File: src/rtl/uart_pkg.sv
// ---------------------------------------------------------------------------
// uart_pkg
// Shared UART definitions used by both the transmit and the receive side.
//   uart_state_t : frame sequencer states (IDLE / START / DATA / STOP)
//   BYTE_W       : width of one UART data byte
//   calc_div()   : clock cycles per bit, truncated integer division
// ---------------------------------------------------------------------------
package uart_pkg;

    localparam int BYTE_W = 8;

    typedef enum logic [1:0] {
        IDLE  = 2'd0,
        START = 2'd1,
        DATA  = 2'd2,
        STOP  = 2'd3
    } uart_state_t;

    // Cycles per bit period; the fractional part is dropped
    // (27 MHz / 115200 -> 234).
    function automatic int calc_div(input int clk_freq_mhz, input int baud_rate);
        return (clk_freq_mhz * 1000000) / baud_rate;
    endfunction

endpackage

File: src/rtl/uart_tx_fifo.sv
// ---------------------------------------------------------------------------
// uart_tx_fifo
// Byte queue in front of the UART transmitter.
// Ports:
//   clk        in   system clock
//   reset      in   synchronous active-high reset (empties the queue)
//   push       in   write push_data (ignored while full)
//   push_data  in   byte to enqueue
//   pop        in   drop the head entry (ignored while empty)
//   pop_data   out  current head entry, valid while !empty
//   full       out  DEPTH entries held
//   empty      out  no entries held
//   count      out  number of entries held, 0..DEPTH
// DEPTH must be a power of two >= 2 so the pointers wrap for free.
// ---------------------------------------------------------------------------
module uart_tx_fifo
    import uart_pkg::*;
#(
    parameter int DEPTH = 4
) (
    input  logic                     clk,
    input  logic                     reset,
    input  logic                     push,
    input  logic [BYTE_W-1:0]        push_data,
    input  logic                     pop,
    output logic [BYTE_W-1:0]        pop_data,
    output logic                     full,
    output logic                     empty,
    output logic [$clog2(DEPTH):0]   count
);

    localparam int AW = $clog2(DEPTH);
    localparam int CW = AW + 1;

    logic [BYTE_W-1:0] mem [DEPTH];
    logic [AW-1:0]     wr_ptr;
    logic [AW-1:0]     rd_ptr;
    logic              do_push;
    logic              do_pop;

    assign full     = (count == CW'(DEPTH));
    assign empty    = (count == '0);
    assign do_push  = push && !full;
    assign do_pop   = pop && !empty;
    assign pop_data = mem[rd_ptr];

    // NOTE: sequential state uses non-blocking assignments so every register
    // samples pre-edge values regardless of process ordering.
    always_ff @(posedge clk) begin
        if (reset) begin
            wr_ptr <= '0;
            rd_ptr <= '0;
            count  <= '0;
        end else begin
            if (do_push) wr_ptr <= wr_ptr + AW'(1);
            if (do_pop)  rd_ptr <= rd_ptr + AW'(1);
            // Push and pop together leave the occupancy unchanged.
            case ({do_push, do_pop})
                2'b10:   count <= count + CW'(1);
                2'b01:   count <= count - CW'(1);
                default: count <= count;
            endcase
        end
    end

    // NOTE: the storage array is deliberately not reset; entries are only
    // read after being written, and the reset pointers mark them all invalid.
    always_ff @(posedge clk) begin
        if (do_push) mem[wr_ptr] <= push_data;
    end

endmodule

File: src/rtl/uart_byte_driver.sv
// ---------------------------------------------------------------------------
// uart_byte_driver
// Queued 8N1 UART transmitter: bytes handed over on a valid/ready port are
// buffered and shifted out LSB first, back-to-back frames without idle gap.
// Ports:
//   clk       in   system clock, all logic on posedge
//   reset     in   synchronous active-high reset; aborts frame, flushes queue
//   in_valid  in   byte offered on in_byte
//   in_byte   in   byte to transmit
//   in_ready  out  queue can accept a byte this cycle (queue not full)
//   tx_line   out  registered serial line, idle high
//   busy      out  queue non-empty or a frame in progress
// ---------------------------------------------------------------------------
module uart_byte_driver
    import uart_pkg::*;
#(
    parameter int CLK_FREQ_MHZ = 27,
    parameter int BAUD_RATE    = 115200,
    parameter int FIFO_DEPTH   = 4
) (
    input  logic              clk,
    input  logic              reset,
    input  logic              in_valid,
    input  logic [BYTE_W-1:0] in_byte,
    output logic              in_ready,
    output logic              tx_line,
    output logic              busy
);

    localparam int DIV   = calc_div(CLK_FREQ_MHZ, BAUD_RATE);
    localparam int CNT_W = (DIV > 1) ? $clog2(DIV) : 1;
    localparam logic [CNT_W-1:0] CNT_MAX = CNT_W'(DIV - 1);

    uart_state_t       state, state_next;
    logic [CNT_W-1:0]  baud_cnt, baud_cnt_next;
    logic [2:0]        bit_idx, bit_idx_next;
    logic [BYTE_W-1:0] shift, shift_next;
    logic              tx_next;
    logic              bit_end;

    logic              fifo_push;
    logic              fifo_pop;
    logic [BYTE_W-1:0] fifo_head;
    logic              fifo_full;
    logic              fifo_empty;
    logic [$clog2(FIFO_DEPTH):0] fifo_count;

    assign in_ready  = !fifo_full;
    assign fifo_push = in_valid && in_ready;
    assign busy      = (state != IDLE) || (fifo_count != '0);
    assign bit_end   = (baud_cnt == CNT_MAX);

    uart_tx_fifo #(
        .DEPTH (FIFO_DEPTH)
    ) u_fifo (
        .clk       (clk),
        .reset     (reset),
        .push      (fifo_push),
        .push_data (in_byte),
        .pop       (fifo_pop),
        .pop_data  (fifo_head),
        .full      (fifo_full),
        .empty     (fifo_empty),
        .count     (fifo_count)
    );

    always_ff @(posedge clk) begin
        if (reset) begin
            state    <= IDLE;
            baud_cnt <= '0;
            bit_idx  <= '0;
            shift    <= '0;
            tx_line  <= 1'b1;
        end else begin
            state    <= state_next;
            baud_cnt <= baud_cnt_next;
            bit_idx  <= bit_idx_next;
            shift    <= shift_next;
            tx_line  <= tx_next;
        end
    end

    // tx_next is a function of the current state only; registering it delays
    // every bit boundary by one cycle, so each level still lasts DIV cycles.
    always_comb begin
        // NOTE: every output of this block gets a default first so no path
        // leaves a signal unassigned and no latch is inferred.
        state_next    = state;
        baud_cnt_next = (state == IDLE || bit_end) ? '0 : baud_cnt + CNT_W'(1);
        bit_idx_next  = bit_idx;
        shift_next    = shift;
        tx_next       = 1'b1;
        fifo_pop      = 1'b0;

        case (state)
            IDLE: begin
                if (!fifo_empty) begin
                    fifo_pop   = 1'b1;
                    shift_next = fifo_head;
                    state_next = START;
                end
            end
            START: begin
                tx_next = 1'b0;
                if (bit_end) begin
                    bit_idx_next = '0;
                    state_next   = DATA;
                end
            end
            DATA: begin
                tx_next = shift[0];
                if (bit_end) begin
                    shift_next = shift >> 1;
                    if (bit_idx == 3'd7) begin
                        state_next = STOP;
                    end else begin
                        bit_idx_next = bit_idx + 3'd1;
                    end
                end
            end
            STOP: begin
                // Chain straight into the next start bit when more bytes wait.
                if (bit_end) begin
                    if (!fifo_empty) begin
                        fifo_pop   = 1'b1;
                        shift_next = fifo_head;
                        state_next = START;
                    end else begin
                        state_next = IDLE;
                    end
                end
            end
            default: state_next = IDLE;
        endcase
    end

endmodule

File: config.mk
export PLATFORM = sky130hd
export DESIGN_NAME = uart_byte_driver
export DESIGN_NICKNAME = d
export VERILOG_FILES = /design/src/rtl/uart_pkg.sv /design/src/rtl/uart_tx_fifo.sv /design/src/rtl/uart_byte_driver.sv
export SDC_FILE = /design/constraint.sdc
export NUM_CORES = 1
export LEC_CHECK = 0
export CAP_MARGIN = 20
export CORE_ASPECT_RATIO = 1.1
export CORE_MARGIN = 2
export CORE_UTILIZATION = 60
export DETAILED_ROUTE_END_ITERATION = 7
export HOLD_SLACK_MARGIN = 0.06
export PLACE_DENSITY = 0.8
export SYNTH_ARGS = -nofsm -noshare
export SYNTH_HDL_FRONTEND = slang
export SYNTH_SLANG_ARGS = --single-unit
File: constraint.sdc
create_clock -name clk -period 5.3 [get_ports clk]
set_clock_uncertainty 0.15 [all_clocks]
set_input_delay 1.59 -clock clk [delete_from_list [all_inputs] [get_ports clk]]
set_output_delay 1.59 -clock clk [all_outputs]
set_load 0.01 [all_outputs]
# Yosys cells after proc, flatten, opt, wreduce, memory -nomap -nowiden
# Memory sizes are Yosys's and may differ from the RTL's. A register that Yosys moved wholly into a read port is not among the register bits.
# Cells that the tools add are included.
dict set report totals {
  elab_cells 71
  out_inout_bits 3
  ff_bits 29
  mem_count 1
  in_bits 11
  mem_bits_rw 32
}
# memory words word_bits rd rd_ports_with_merged_regs wr line_no
set mem_list {}
lappend mem_list {u_fifo.mem 4 8 1 1 1 uart_tx_fifo.sv:35} ;# logic [BYTE_W-1:0] mem [DEPTH];
dict set report op_classes {
  reduce_logical 18
  eq_ne 14
  muxes 24
  addsub 6
}
# cell count
set ops {}
lappend ops {{$mux 8} 3}
lappend ops {{$pmux 8 s3} 1}
lappend ops {{$mux 2} 7}
lappend ops {{$ne 2x2->1 const B} 6}
lappend ops {{$pmux 3 s2} 2}
lappend ops {{$mux 3} 3}
lappend ops {{$add 8x1->8 const B} 1}
lappend ops {{$eq 8x8->1 const B} 1}
lappend ops {{$pmux 2 s4} 1}
lappend ops {{$add 3x1->3 const B} 2}
lappend ops {{$eq 2x2->1 const B} 3}
lappend ops {{$eq 3x3->1 const B} 2}
lappend ops {{$reduce_bool 2->1} 3}
lappend ops {{$reduce_bool 3->1} 2}
lappend ops {{$mux 1} 5}
lappend ops {{$reduce_and 5->1} 1}
lappend ops {{$add 2x1->2 const B} 2}
lappend ops {{$eq 2x1->1 const B} 2}
lappend ops {{$pmux 1 s2} 2}
lappend ops {{$reduce_and 4->1} 1}
lappend ops {{$logic_and 1x1->1} 3}
lappend ops {{$logic_not 3->1} 1}
lappend ops {{$reduce_and 3->1} 1}
lappend ops {{$sub 3x1->3 const B} 1}
lappend ops {{other kinds (4)} 6}

# Longest topological paths before layout
# Gate-level depths: netlist (run 1).
dict set report depth {
  ltp_word 7
  mapped_depth 10
  ltp_nobuf 10
}

# Cells and area by module
# From an unflattened synthesis (run 1), not the netlist that was laid out.
dict set report unflattened {
  hier_cells 219
  area_unflattened_um2 2795.2
}
# mod cells_per_inst n_inst seq_area_each_um2 area_per_inst_um2
set modules_own_cells {}
lappend modules_own_cells {uart_tx_fifo 96 1 1141.1 1630.3}
lappend modules_own_cells {uart_byte_driver 123 1 440.4 1164.9}

# Worst setup path after synthesis (run 1)
# No wires, ideal clock.
dict set report synth_timing {
  path_kind {input to register}
  startpoint {input in_valid}
  endpoint {register u_fifo.count[2]}
  arrival_ns 2.929
  required_time_ns 5.079
  setup_ns 0.071
  path_stages 7
  path_buffers 0
  path_slack_ns 2.150
  cell_sequence {and2_1 > inv_1 > ha_1 > fa_1 > xnor2_1 > or3_1 > a21oi_1}
}
dict set report synth_between {
  elab_chain_len 4
  word_cells_on_any_way 6
  cone_classes {eq/ne (2); mux (1); reduce/logical (3)}
}
# element line_no
set synth_rtl {}
lappend synth_rtl {{start, declared} uart_byte_driver.sv:23} ;# input logic in_valid,
lappend synth_rtl {{$logic_and 1x1->1 *} uart_byte_driver.sv:49} ;# assign fifo_push = in_valid && in_ready;
lappend synth_rtl {{$logic_and 1x1->1 *} uart_tx_fifo.sv:43} ;# assign do_push = push && !full;
lappend synth_rtl {{$eq 2x1->1 / $eq 2x2->1 (equally long branches)} uart_tx_fifo.sv:58} ;# case ({do_push, do_pop})
lappend synth_rtl {{$pmux 3 s2 / $reduce_bool 2->1 (equally long branches)} -}
lappend synth_rtl {{end signal, assigned} uart_tx_fifo.sv:59} ;# 2'b10: count <= count + CW'(1);
lappend synth_rtl {{end signal, assigned} uart_tx_fifo.sv:60} ;# 2'b01: count <= count - CW'(1);
lappend synth_rtl {{end signal, assigned} uart_tx_fifo.sv:61} ;# default: count <= count;
lappend synth_rtl {{end, declared} uart_tx_fifo.sv:29} ;# output logic [$clog2(DEPTH):0] count
# Every way passes the cells marked *; elsewhere a longest branch is shown, timed or not.
# A chain may end at the register's enable or synchronous reset.

# Final worst setup path (run 1)
dict set report layout_timing {
  startpoint {register u_fifo.count[0]}
  endpoint {output busy}
}
dict set report layout_between {
  elab_chain_len 2
}
# element line_no
set layout_rtl {}
lappend layout_rtl {{$reduce_bool 3->1} uart_byte_driver.sv:50} ;# assign busy = (state != IDLE) || (fifo_count != '0);
lappend layout_rtl {{$logic_or 1x1->1} uart_byte_driver.sv:50}
lappend layout_rtl {{end, declared} uart_byte_driver.sv:27} ;# output logic busy
# No other way between the ends.

==> results of run 1 <==
-- worst paths after layout --
path	to	depth (start not counted)	slack [ps]
hold / removal	baud_cnt[0]	1	330
hold reg to reg	baud_cnt[0]	1	330
setup reg to reg	u_fifo.count[2]	8	2470
setup / recovery	busy	3	1660
-- layout make-up --
type | count | share of cell area
clock buffer | 12 | 0.0439
clock inverter | 4 | 0.0208
inverter | 8 | 0.00909
multi-input combinational | 173 | 0.387
sequential | 63 | 0.479
tap | 56 | 0.0212
timing repair buffer | 13 | 0.0394
-- Yosys cell counts, types with 4 or more instances --
cell type and count:
nand2_1 7, nor2b_1 4, clkbuf_1 6, ha_1 15, nand2b_1 14, nor3_1 6
a22oi_1 7, edfxtp_1 32, and3_1 4, mux2i_1 18, a211oi_1 8, inv_1 8
a21oi_1 4, nor2_1 29, dfxtp_1 31, o31ai_1 7, a2111oi_0 6, xnor2_1 6
o21ai_0 4
-- power by group --
part	switching (uW)	internal (uW)	leakage, uW
registers	67.1	604	0.000547
logic	361	280	0.000501
clock network	173	276	0.000108
total	601	1160	0.00116
-- stage by stage --
stage	cell area [sq um]	setup slack, ps	hold WS (ps)	total power (uW)
finish	3300	1660	330	1760
global route	3300	1540	380	1890
CTS	3300	1660	337	1770
detailed placement	3090	1520	321	1320
global placement	3090	1560	309	1300
floorplan	2940	2150	295	1160
-- cell families (layout without fill, tap and decap cells) --
kind of cell	Yosys count	count (layout)	synth area share
simple gates	81	81	0.144
buf+inv	18	37	0.0268
mux	20	20	0.0728
xor+xnor	9	9	0.0268
fa+ha+maj	16	16	0.0707
flops	63	63	0.538
compound gates	47	47	0.121
-- registers in the layout, indices dropped and copies added, names as in the netlist, named ones only --
| signal | flops |
|---|---|
| u_fifo.wr_ptr | 2 |
| shift | 8 |
| tx_line | 1 |
| u_fifo.rd_ptr | 2 |
| u_fifo.count | 3 |
| bit_idx | 3 |
| state | 2 |
| baud_cnt | 8 |
| u_fifo.mem | 32 |
-- routing by layer --
metal  share of wire  wire, um  vias to the layer above  global-route usage
li1                -         -                      969                   -
met1            0.49      2490                      910               0.289
met2            0.46      2350                       31               0.305
met3           0.033       168                       11              0.0714
met4           0.020       104                        0              0.0830
met5               0         0                        -                   0
-- cell usage in the layout (no fill, tap or decap), types with 6 or more instances in the layout --
cell	Yosys	final
a211oi_1	8	8
inv_1	8	8
mux2i_1	18	18
xnor2_1	6	6
a2111oi_0	6	6
o31ai_1	7	7
nor2_1	29	29
clkdlybuf4s50_1	0	13
ha_1	15	15
edfxtp_1	32	32
a22oi_1	7	7
clkbuf_8	0	10
nand2_1	7	7
dfxtp_1	31	31
nor3_1	6	6
nand2b_1	14	14
==> results.md, run 1 <==
- Boundary Pins: 14
- Status: finished clean
- Max incr delay on CP: 590 ps
- Tot GR Track Use: 0.209
- Synth area leader: edfxtp_1
- Final Cycle Share: 0.687
- Initial DRC Count: 85
- Reg clk slew, reported paths: 70 ps
- Core area: 0.00468 sq mm
- Hold Path Class: register to register
- Register area: 0.00158 sq mm
- Cell Area, Synth: 0.00294 sq mm
- Fin crit period: 3640 ps
- Cts repair resizes: 0
- Worst-Skew Late Latency: 340 ps
- Largest net degree at the start of global routing: 25
- Via count: approximately 1900
- IO Port Bufs: 13
- WL/cell: roughly 16 um
- Worst-path cell chain: nor3_1, nand2_1, clkdlybuf4s50_1
- # fillers: 356
- Main synth FF type: edfxtp_1
- Final Max Tran Viols: 0
- Final Non-Filler Cells: about 330
- Post-synth ARST share: 0
- Antenna violations before repair: 0
- CP arrival: 1900 ps
- Share of cells above drive strength 1: 0.0659
- Final Hold Viols: 0
- Seq/Total Area, Yosys: 0.538
- Hold buffers post-CTS: 0
- Critical path type: register to output pin
- Htree depth: 3
- CP top delay family: simple AND/OR/NAND/NOR gates
- CTS tree: built
- Vias in the first global route: 1878
- Global-route wire length before repair: 8880 um
- GPL Wtd Cong: 0.799
- Synth warn: 0
- Total length of routed wires: 5110 um
- CP Launch Point: u_fifo.count[0]
- Detailed Place HPWL: 3480 um
- Cells after Synth: roughly 250
- Crit start category: register
- Layout area overhead: 12.4%
- HP Start: baud_cnt[0]
- Register bit total from synthesis: 63
- Ranking of synthesized cells by area: edfxtp_1 (33%), dfxtp_1 (21%), ha_1 (6.4%)
- Setup crit end kind: output pin
- Crit path required time: between 3000 and 4000 ps
- DRC Markers: 0
- Die H: 77.4 um
- Synth top area share: 0.327
- Chip width: a little over 70 um
- Peak VDD IR: roughly 0.00032 V
- Peak Freq: 274 MHz
- Initial core utilization: 0.627
- Diodes inserted: 0
- Setup Buffers After CTS: 0
- Placed cells: 313
- Area of the multi-input gates: 0.00128 sq mm
- Total clock sinks: 63
- Reg2reg start: u_fifo.count[0]
- CTS max path bufs: 2
- Unrepaired setup endpoints after global routing: false
- Nets: around 300
- Setup TNS: 0 ps
- Util after Layout: 0.705
- # rows: 26
- Post-synth EDFFs: 32
- Netlist cell types: 47
- DRT Pass-1 Iters: 4
- Total of max-cap violations: 0
- Max Fanout on Critical Path: 5
- Master of the slowest instance on the critical path: nor3_1
- Actual slew at the worst max-slew pin: 869 ps
- CTS buffer count: 9
- Via-per-instance ratio: 5.84
- Root buf cell: clkbuf_8
- Power density over cell area: between 500 and 600 mW/mm^2
- Buf+Inv Stages, Crit Path: 1
- Syn nets: approximately 280
- Grt total ovfl: 0
- Slew headroom: 0.419
- Final Setup Violations: 0
- Antenna Nets Post-Route: 0
- Die area: 0.00547 sq mm
- Pleak: roughly 0.0012 uW
- Syn_area_per_cell: 11.6 sq um
Power figures use the tool's default switching activity.
==> inputs of run 2 (changes only) <==
- CORE_UTILIZATION: 60 -> 59
- PLACE_DENSITY: 0.8 -> 0.79
- clock period: 5.3 -> 3.75 ns (I/O delays scaled with it)
==> results.md, run 2 (synthesis results as in run 1) <==
- Status: finished clean
- Diodes inserted: 0 (unchanged)
- Actual slew at the worst max-slew pin: 856 ps (-13.0 ps)
- DRT Pass-1 Iters: 4 (unchanged)
- Hold buffers post-CTS: 0 (unchanged)
- # rows: 26 (unchanged)
- DRC Markers: 0 (unchanged)
- Peak Freq: around 320 MHz
- Slew headroom: 0.428 (+0.00973)
- Crit path required time: 2470 ps (-1090 ps)
- Crit start category: register
- Layout area overhead: 12.9%
- Pleak: 0.00116 uW (+0.43%)
- Setup Buffers After CTS: 0 (unchanged)
- Via-per-instance ratio: 5.90 (+1.1%)
- Hold Path Class: register to register
- Final Setup Violations: 0 (unchanged)
- Antenna Nets Post-Route: 0 (unchanged)
- Critical path type: register to output pin
- GPL Wtd Cong: 0.860 (+7.5%)
- Final Hold Viols: 0 (unchanged)
- Setup crit end kind: output pin
- Initial DRC Count: 102 (+20%)
- Power density over cell area: 749 mW/mm^2 (+41%)
- Vias in the first global route: 1944 (+3.5%)
- Cts repair resizes: 0 (unchanged)
- CTS tree: built
- Tot GR Track Use: 0.204 (-0.00538)
- Largest register FFs: 32 (unchanged)
- Max Fanout on Critical Path: 5 (unchanged)
- Detailed Place HPWL: 3470 um (-0.24%)
- Total length of routed wires: 5040 um (-1.4%)
- Global-route wire length before repair: 8710 um (-1.9%)
- CTS buffer count: 9 (unchanged)
- Peak VDD IR: 0.000449 V (+41%)
- Reg clk slew, reported paths: 70 ps (about the same)
- Setup TNS: 0 ps (unchanged)
- CTS max path bufs: 2 (unchanged)
- Grt total ovfl: 0 (unchanged)
- Nets: 297 (+0.68%)
- Commonest non-fill, non-tap cell in the layout: edfxtp_1
- Largest net degree at the start of global routing: 25 (unchanged)
- Antenna violations before repair: 0 (unchanged)
- Placed cells: 315 (+0.64%)
- Final Max Tran Viols: 0 (unchanged)
- Total clock sinks: 63 (unchanged)
- Final Cycle Share: 0.834
- IO Port Bufs: 13 (unchanged)
- Chip width: 71.3 um (+0.80%)
- CP arrival: 1850 ps (-50 ps)
- Die H: 78.0 um (+0.80%)
- Fin crit period: 3130 ps
- Via count: 1953 (+1.7%)
- Die area: 0.00556 sq mm (+1.6%)
- WL/cell: 15.2 um (-2.0%)
- Core area: 0.00472 sq mm (+0.69%)
- Share of cells above drive strength 1: 0.0764 (+0.0104)
- Final Non-Filler Cells: 331 (+0.61%)
- Largest Register: u_fifo.mem
- Total of max-cap violations: 0 (unchanged)
- Boundary Pins: 14 (unchanged)
- Top flop regs: u_fifo.mem (32), baud_cnt (8), shift (8)
- Root buf cell: clkbuf_8
- Initial core utilization: 0.623 (-0.00433)
- Most frequent cells in the layout: edfxtp_1 (32), dfxtp_1 (31), nor2_1 (29), mux2i_1 (18), ha_1 (15)
- Unrepaired setup endpoints after global routing: false
- Worst-Skew Late Latency: 340 ps (about the same)
- Htree depth: 3 (unchanged)
==> run 2: cell type report <==
class | instances | area, sq um
multi-input combinational | 173 | 1280
timing repair buffer | 15 | 145
inverter | 8 | 30.0
fill | 349 | 1400
tap | 56 | 70.1
sequential | 63 | 1580
clock inverter | 6 | 85.1
clock buffer | 10 | 128
==> run 2: per-layer routing <==
layer | track usage | wire length [um]
met1 | 0.254 | 2360
met4 | 0.138 | 116
met2 | 0.319 | 2380
met3 | 0.0385 | 178
met5 | 0 | 0
==> run 2: power by group <==
group / internal (uW) / switching (uW) / total [uW]
clock network: 372 / 258 / 630
logic: 402 / 505 / 907
registers: 853 / 93.3 / 947
==> run 2: final timing paths <==
path,cells after the start,endpoint,start,slack (ps)
worst min-delay path,2,shift[7],shift[7],340
worst max-delay path,3,busy,u_fifo.count[0],620
worst max register to register,8,u_fifo.count[2],u_fifo.count[0],1020
worst min register to register,2,shift[7],shift[7],340
==> run 2: critical path: stages, from the launching register on <==
cell,delay [ps]
dfxtp_1,370
nor3_1,540
nand2_1,120
clkdlybuf4s50_1,490
==> run 2: stage by stage <==
step	setup WS, ps	hold WS, ps	cell area, sq um	total power, uW	util
4_1_cts	612	341	3320	2500	0.703
2_1_floorplan	1070	295	2940	1640	-
3_3_place_gp	501	313	3100	1850	0.658
5_1_grt	574	361	3320	2650	0.703
6_report	621	343	3320	2480	0.703
3_5_place_dp	462	331	3100	1870	0.658
